[config.mk]
export PLATFORM = sky130hd
export DESIGN_NAME = id_ex_pipe_reg
export DESIGN_NICKNAME = d
export VERILOG_FILES = /design/src/rtl/mips_pipe_pkg.sv /design/src/rtl/pipe_field_reg.sv /design/src/rtl/id_ex_pipe_reg.sv
export SDC_FILE = /design/constraint.sdc
export NUM_CORES = 1
export LEC_CHECK = 0
export ABC_AREA = 1
export CAP_MARGIN = 20
export CORE_ASPECT_RATIO = 1.2
export CORE_MARGIN = 5
export CORE_UTILIZATION = 38
export DETAILED_ROUTE_END_ITERATION = 6
export GPL_TIMING_DRIVEN = 1
export PLACE_DENSITY = 0.8
export SETUP_SLACK_MARGIN = 0.5
export SLEW_MARGIN = 25
export SYNTH_ARGS = -nofsm -noshare
export SYNTH_HDL_FRONTEND = slang
export SYNTH_SLANG_ARGS = --single-unit
[constraint.sdc]
create_clock -name Clk -period 6.1 [get_ports Clk]
set_clock_uncertainty 0.1 [all_clocks]
set_input_delay 1.22 -clock Clk [delete_from_list [all_inputs] [get_ports Clk]]
set_output_delay 1.22 -clock Clk [all_outputs]
set_load 0.02 [all_outputs]
[src/rtl/mips_pipe_pkg.sv]
// Shared widths and control-bit positions for the MIPS pipeline registers.
// Default field widths plus bit indices inside the WB, M and EX control groups.
package mips_pipe_pkg;

    localparam int DATA_W = 32;
    localparam int REG_W  = 5;
    localparam int WB_W   = 2;
    localparam int M_W    = 3;
    localparam int EX_W   = 4;

    // WB group
    localparam int WB_REGWRITE = 1;
    localparam int WB_MEMTOREG = 0;

    // M group
    localparam int M_BRANCH    = 2;
    localparam int M_MEMREAD   = 1;
    localparam int M_MEMWRITE  = 0;

    // EX group: {RegDst, ALUOp[1:0], ALUSrc}
    localparam int EX_REGDST   = 3;
    localparam int EX_ALUOP_HI = 2;
    localparam int EX_ALUOP_LO = 1;
    localparam int EX_ALUSRC   = 0;

endpackage

[src/rtl/pipe_field_reg.sv]
// Field register with async reset, synchronous clear and load enable.
// Ports: Clk, Rst (async, high), En (load), Clr (sync clear, beats En), D, Q.
module pipe_field_reg
    import mips_pipe_pkg::*;
#(
    parameter int W = 1
) (
    input  logic         Clk,
    input  logic         Rst,
    input  logic         En,
    input  logic         Clr,
    input  logic [W-1:0] D,
    output logic [W-1:0] Q
);

    logic [W-1:0] q_q;
    logic [W-1:0] q_d;

    // Clear wins over enable so a flush lands even while stalled.
    always_comb begin
        q_d = q_q;
        if (Clr) begin
            q_d = '0;
        end else if (En) begin
            q_d = D;
        end
    end

    always_ff @(posedge Clk or posedge Rst) begin
        if (Rst) begin
            q_q <= '0;
        end else begin
            q_q <= q_d;
        end
    end

    assign Q = q_q;

endmodule

[src/rtl/id_ex_pipe_reg.sv]
// ID/EX pipeline register with valid bit, stall hold, flush bubble and
// saturating stall/flush counters.
// Ports: Clk, Rst (async high), Stall, Flush, CountClr, decode-side *_in
// fields, registered *_out fields, StallCount, FlushCount.
module id_ex_pipe_reg
    import mips_pipe_pkg::*;
#(
    parameter int DATA_W = mips_pipe_pkg::DATA_W,
    parameter int REG_W  = mips_pipe_pkg::REG_W,
    parameter int WB_W   = mips_pipe_pkg::WB_W,
    parameter int M_W    = mips_pipe_pkg::M_W,
    parameter int EX_W   = mips_pipe_pkg::EX_W,
    parameter int CNT_W  = 16
) (
    input  logic              Clk,
    input  logic              Rst,
    input  logic              Stall,
    input  logic              Flush,
    input  logic              CountClr,
    input  logic              Valid_in,
    input  logic [DATA_W-1:0] PC_in,
    input  logic [DATA_W-1:0] ReadData1_in,
    input  logic [DATA_W-1:0] ReadData2_in,
    input  logic [DATA_W-1:0] SignExtend_in,
    input  logic [REG_W-1:0]  Rs_in,
    input  logic [REG_W-1:0]  Rt_in,
    input  logic [REG_W-1:0]  Rd_in,
    input  logic [WB_W-1:0]   ControlWB_in,
    input  logic [M_W-1:0]    ControlM_in,
    input  logic [EX_W-1:0]   ControlEX_in,
    output logic              Valid_out,
    output logic [DATA_W-1:0] PC_out,
    output logic [DATA_W-1:0] ReadData1_out,
    output logic [DATA_W-1:0] ReadData2_out,
    output logic [DATA_W-1:0] SignExtend_out,
    output logic [REG_W-1:0]  Rs_out,
    output logic [REG_W-1:0]  Rt_out,
    output logic [REG_W-1:0]  Rd_out,
    output logic [WB_W-1:0]   ControlWB_out,
    output logic [M_W-1:0]    ControlM_out,
    output logic [EX_W-1:0]   ControlEX_out,
    output logic [CNT_W-1:0]  StallCount,
    output logic [CNT_W-1:0]  FlushCount
);

    localparam int DW = 4 * DATA_W + 3 * REG_W;
    localparam int CW = WB_W + M_W + EX_W;
    localparam logic [CNT_W-1:0] CNT_MAX = '1;

    logic          load_en;
    logic          ctl_clr;
    logic [DW-1:0] data_d;
    logic [DW-1:0] data_q;
    logic [CW-1:0] ctl_d;
    logic [CW-1:0] ctl_q;

    assign load_en = !Stall;
    // Invalid instruction loads a zero control word; held while stalled.
    assign ctl_clr = Flush | (!Valid_in & !Stall);

    assign data_d = {PC_in, ReadData1_in, ReadData2_in, SignExtend_in,
                     Rs_in, Rt_in, Rd_in};
    assign ctl_d  = {ControlWB_in, ControlM_in, ControlEX_in};

    pipe_field_reg #(.W(DW)) u_data (
        .Clk (Clk),
        .Rst (Rst),
        .En  (load_en),
        .Clr (Flush),
        .D   (data_d),
        .Q   (data_q)
    );

    pipe_field_reg #(.W(CW)) u_ctl (
        .Clk (Clk),
        .Rst (Rst),
        .En  (load_en),
        .Clr (ctl_clr),
        .D   (ctl_d),
        .Q   (ctl_q)
    );

    pipe_field_reg #(.W(1)) u_valid (
        .Clk (Clk),
        .Rst (Rst),
        .En  (load_en),
        .Clr (Flush),
        .D   (Valid_in),
        .Q   (Valid_out)
    );

    assign {PC_out, ReadData1_out, ReadData2_out, SignExtend_out,
            Rs_out, Rt_out, Rd_out} = data_q;
    assign {ControlWB_out, ControlM_out, ControlEX_out} = ctl_q;

    logic [CNT_W-1:0] stall_cnt_q;
    logic [CNT_W-1:0] stall_cnt_d;
    logic [CNT_W-1:0] flush_cnt_q;
    logic [CNT_W-1:0] flush_cnt_d;

    always_comb begin
        stall_cnt_d = stall_cnt_q;
        flush_cnt_d = flush_cnt_q;
        if (CountClr) begin
            stall_cnt_d = '0;
            flush_cnt_d = '0;
        end else begin
            if (Stall && !Flush && stall_cnt_q != CNT_MAX) begin
                stall_cnt_d = stall_cnt_q + 1'b1;
            end
            if (Flush && flush_cnt_q != CNT_MAX) begin
                flush_cnt_d = flush_cnt_q + 1'b1;
            end
        end
    end

    always_ff @(posedge Clk or posedge Rst) begin
        if (Rst) begin
            stall_cnt_q <= '0;
            flush_cnt_q <= '0;
        end else begin
            stall_cnt_q <= stall_cnt_d;
            flush_cnt_q <= flush_cnt_d;
        end
    end

    assign StallCount = stall_cnt_q;
    assign FlushCount = flush_cnt_q;

endmodule

==> impl_metrics.json <==
{
  "cts_tree": "done",
  "dp_hpwl_um": 17500,
  "setup_viol": 0,
  "wl_met1_um": 9700,
  "syn_avg_cell_area_um2": 11.2,
  "hold_buffers": 0,
  "grt_usage_pct": 20.8,
  "die_h_um": 164,
  "maxCapViolCount": 0,
  "cts.sinks": 185,
  "synth_area_leader_cell": "dfrtp_1",
  "synth_seq_cells": 185,
  "syn-num-nets": 829,
  "first_pass_iters": 4,
  "min_period_ns": 3.25,
  "gp_congestion": 0.832,
  "holdCritPathClass": "register to register",
  "period_share_pct": 53.2,
  "routed_wl_um": 24200,
  "relSlewSlack_pct": 37.8,
  "power_density_mw_per_mm2": 242,
  "cts_buffer_depth": 2,
  "wire_per_inst_um": 19.0,
  "ant_nets": 0,
  "crit_arrival_ns": 3.50,
  "cts_buffers": 17,
  "drive_gt1_share_pct": 5.45,
  "finalHoldViolCount": 0,
  "status": "complete, no violations",
  "critical_path_class": "input port to register",
  "async_flop_share_pct": 100,
  "post_cts_resized": 0,
  "portBuffers": 342,
  "first_iter_violations": 301,
  "die_x_um": 138,
  "grt_pass1_wl_um": 37300,
  "syn2layout_area_growth_pct": 56.7,
  "drv_slew": 0,
  "clock.fmax_mhz": 308,
  "start_util_pct": 38.6,
  "drc": 0,
  "synth-edff-count": 0,
  "ctsRootBufferMaster": "clkbuf_16",
  "vias": 6478,
  "reg2reg_depth": 8,
  "max_slew.worst_pin.slew_ns": 0.933,
  "routed.top_layer": "met4",
  "rsz0062_at_grt": "no",
  "post-cts-setup-buffers": 0,
  "start_kind": "input port",
  "met3_length_um": 1410,
  "final_common_cell": "clkdlybuf4s50_1",
  "fp.dieArea_mm2": 0.0227,
  "fillers": 1604,
  "yosysUniqueCellTypes": 27,
  "endpoint": "u_data.Q[129]",
  "final_nets": 1156,
  "crit_fanout": 61,
  "met2WireLength_um": 12600,
  "yosysSeqAreaShare_pct": 61.6,
  "core-area_mm2": 0.0195,
  "num_io_pins": 343,
  "clk_pin_slew_ns": 0.07,
  "synth_area_mm2": 0.00751,
  "synth_area_leaders": "dfrtp_1 (62%), a22o_1 (17%), nand2_1 (6.3%)",
  "layout_common_cells": "clkdlybuf4s50_1 (342), dfrtp_1 (185), a22o_1 (144), nand2_1 (126), nand3_1 (50)",
  "crit_required_ns": 6.35,
  "grt_antenna_before_repair": 2,
  "grt_max_degree": 186,
  "end_kind": "register",
  "cts_max_level": 4,
  "ys.flop_type": "dfrtp_1",
  "peakVddDrop_v": 0.000173,
  "routed_via_density": 5.09,
  "reg2reg_setup_slack_ns": 3.76,
  "crit_start": "Flush",
  "synth_top_area_share_pct": 61.6,
  "synth_warnings": 0,
  "rr_endpoint": "StallCount[12]",
  "p_total_mw": 2.84,
  "p_leak_nw": 5.28,
  "rows": 56,
  "clock_latency_ns": 0.42,
  "whs_ns": 0.395,
  "tns_ns": 0,
  "reg2reg_from": "StallCount[0]",
  "grt_overflow_total": 0,
  "syn_inst": 669,
  "grt_pass1_vias": 6499
}
==> flip-flops by register name, summed over array words and instances, names as in the netlist <==
register and count:
u_valid.Q 1, FlushCount 16, u_data.Q 143, StallCount 16, u_ctl.Q 9
==> cell type report <==
class	count	area (um2)	area share (%)
inverter	39	153	1.30
multi-input combinational	404	2540	21.6
tap	261	327	2.77
clock buffer	20	457	3.88
clock inverter	12	120	1.02
antenna	2	5.00	0.0425
sequential	185	4630	39.3
timing repair buffer	349	3540	30.1
==> how the worst min path moves through the flow <==
| stage | startpoint | to | slack, ns | cells after the start |
|---|---|---|---|---|
| global route | u_data.Q[125] | u_data.Q[125] | 0.41 | 1 |
| floorplan | u_ctl.Q[6] | u_ctl.Q[6] | 0.51 | 1 |
| global placement | u_ctl.Q[5] | u_ctl.Q[5] | 0.37 | 1 |
| CTS | u_ctl.Q[1] | u_ctl.Q[1] | 0.40 | 1 |
| detailed placement | u_data.Q[77] | u_data.Q[77] | 0.38 | 1 |
| finish | u_data.Q[6] | u_data.Q[6] | 0.40 | 1 |
==> through the flow <==
| stage | std cells | cell area, um2 | utilization [%] | worst slack [ns] |
|---|---|---|---|---|
| after global routing | 1272 | 11800 | 60.4 | 2.75 |
| after CTS | 1269 | 11700 | 60.3 | 2.89 |
| after floorplan | 669 | 7510 | - | 2.40 |
| final | 1272 | 11800 | 60.4 | 2.85 |
| after global placement | 1236 | 11100 | 57.2 | 2.30 |
| after detailed placement | 1237 | 11200 | 57.3 | 2.44 |
==> synth_stat cells, types with 4 or more instances <==
library cell,count
nor2_4,4
buf_2,19
inv_1,38
dfrtp_1,185
xor2_1,8
o21ai_0,6
nand4_1,9
a22o_1,144
nand2_1,126
a32o_1,9
nand3_1,50
clkbuf_1,16
nand2_2,4
nor2_1,32
==> report_power, final <==
group	total, mW	internal, mW	switching, mW
Sequential	1.32	1.28	0.0367
Clock	1.07	0.565	0.508
Combinational	0.450	0.238	0.212
Total	2.84	2.09	0.756
==> layer usage <==
metal | up-vias | track usage, %
met3 | 29 | 5.59
met1 | 3168 | 25.5
met5 | - | 0
met2 | 250 | 35.5
met4 | 0 | 7.46
li1 | 3031 | -
==> critical path, cell delays in order <==
cell and delay (ns):
clkdlybuf4s50_1 0.52, inv_1 0.14, nand2_1 0.10, inv_4 0.41, buf_4 0.55, buf_16 0.30
a22o_1 0.18
==> logic make-up (layout without fill, tap and decap cells) <==
kind of cell,Yosys count,in the layout,synth area share (%)
AOI/OAI and AO/OA,162,162,18.8
adders and majority gates,2,2,0.333
buffers and inverters,80,420,4.62
and+or+nand+nor,232,232,13.6
DFF,185,185,61.6
xor gates and xnor gates,8,8,0.933
other,0,2,0
(Power assumes the default switching activity.)
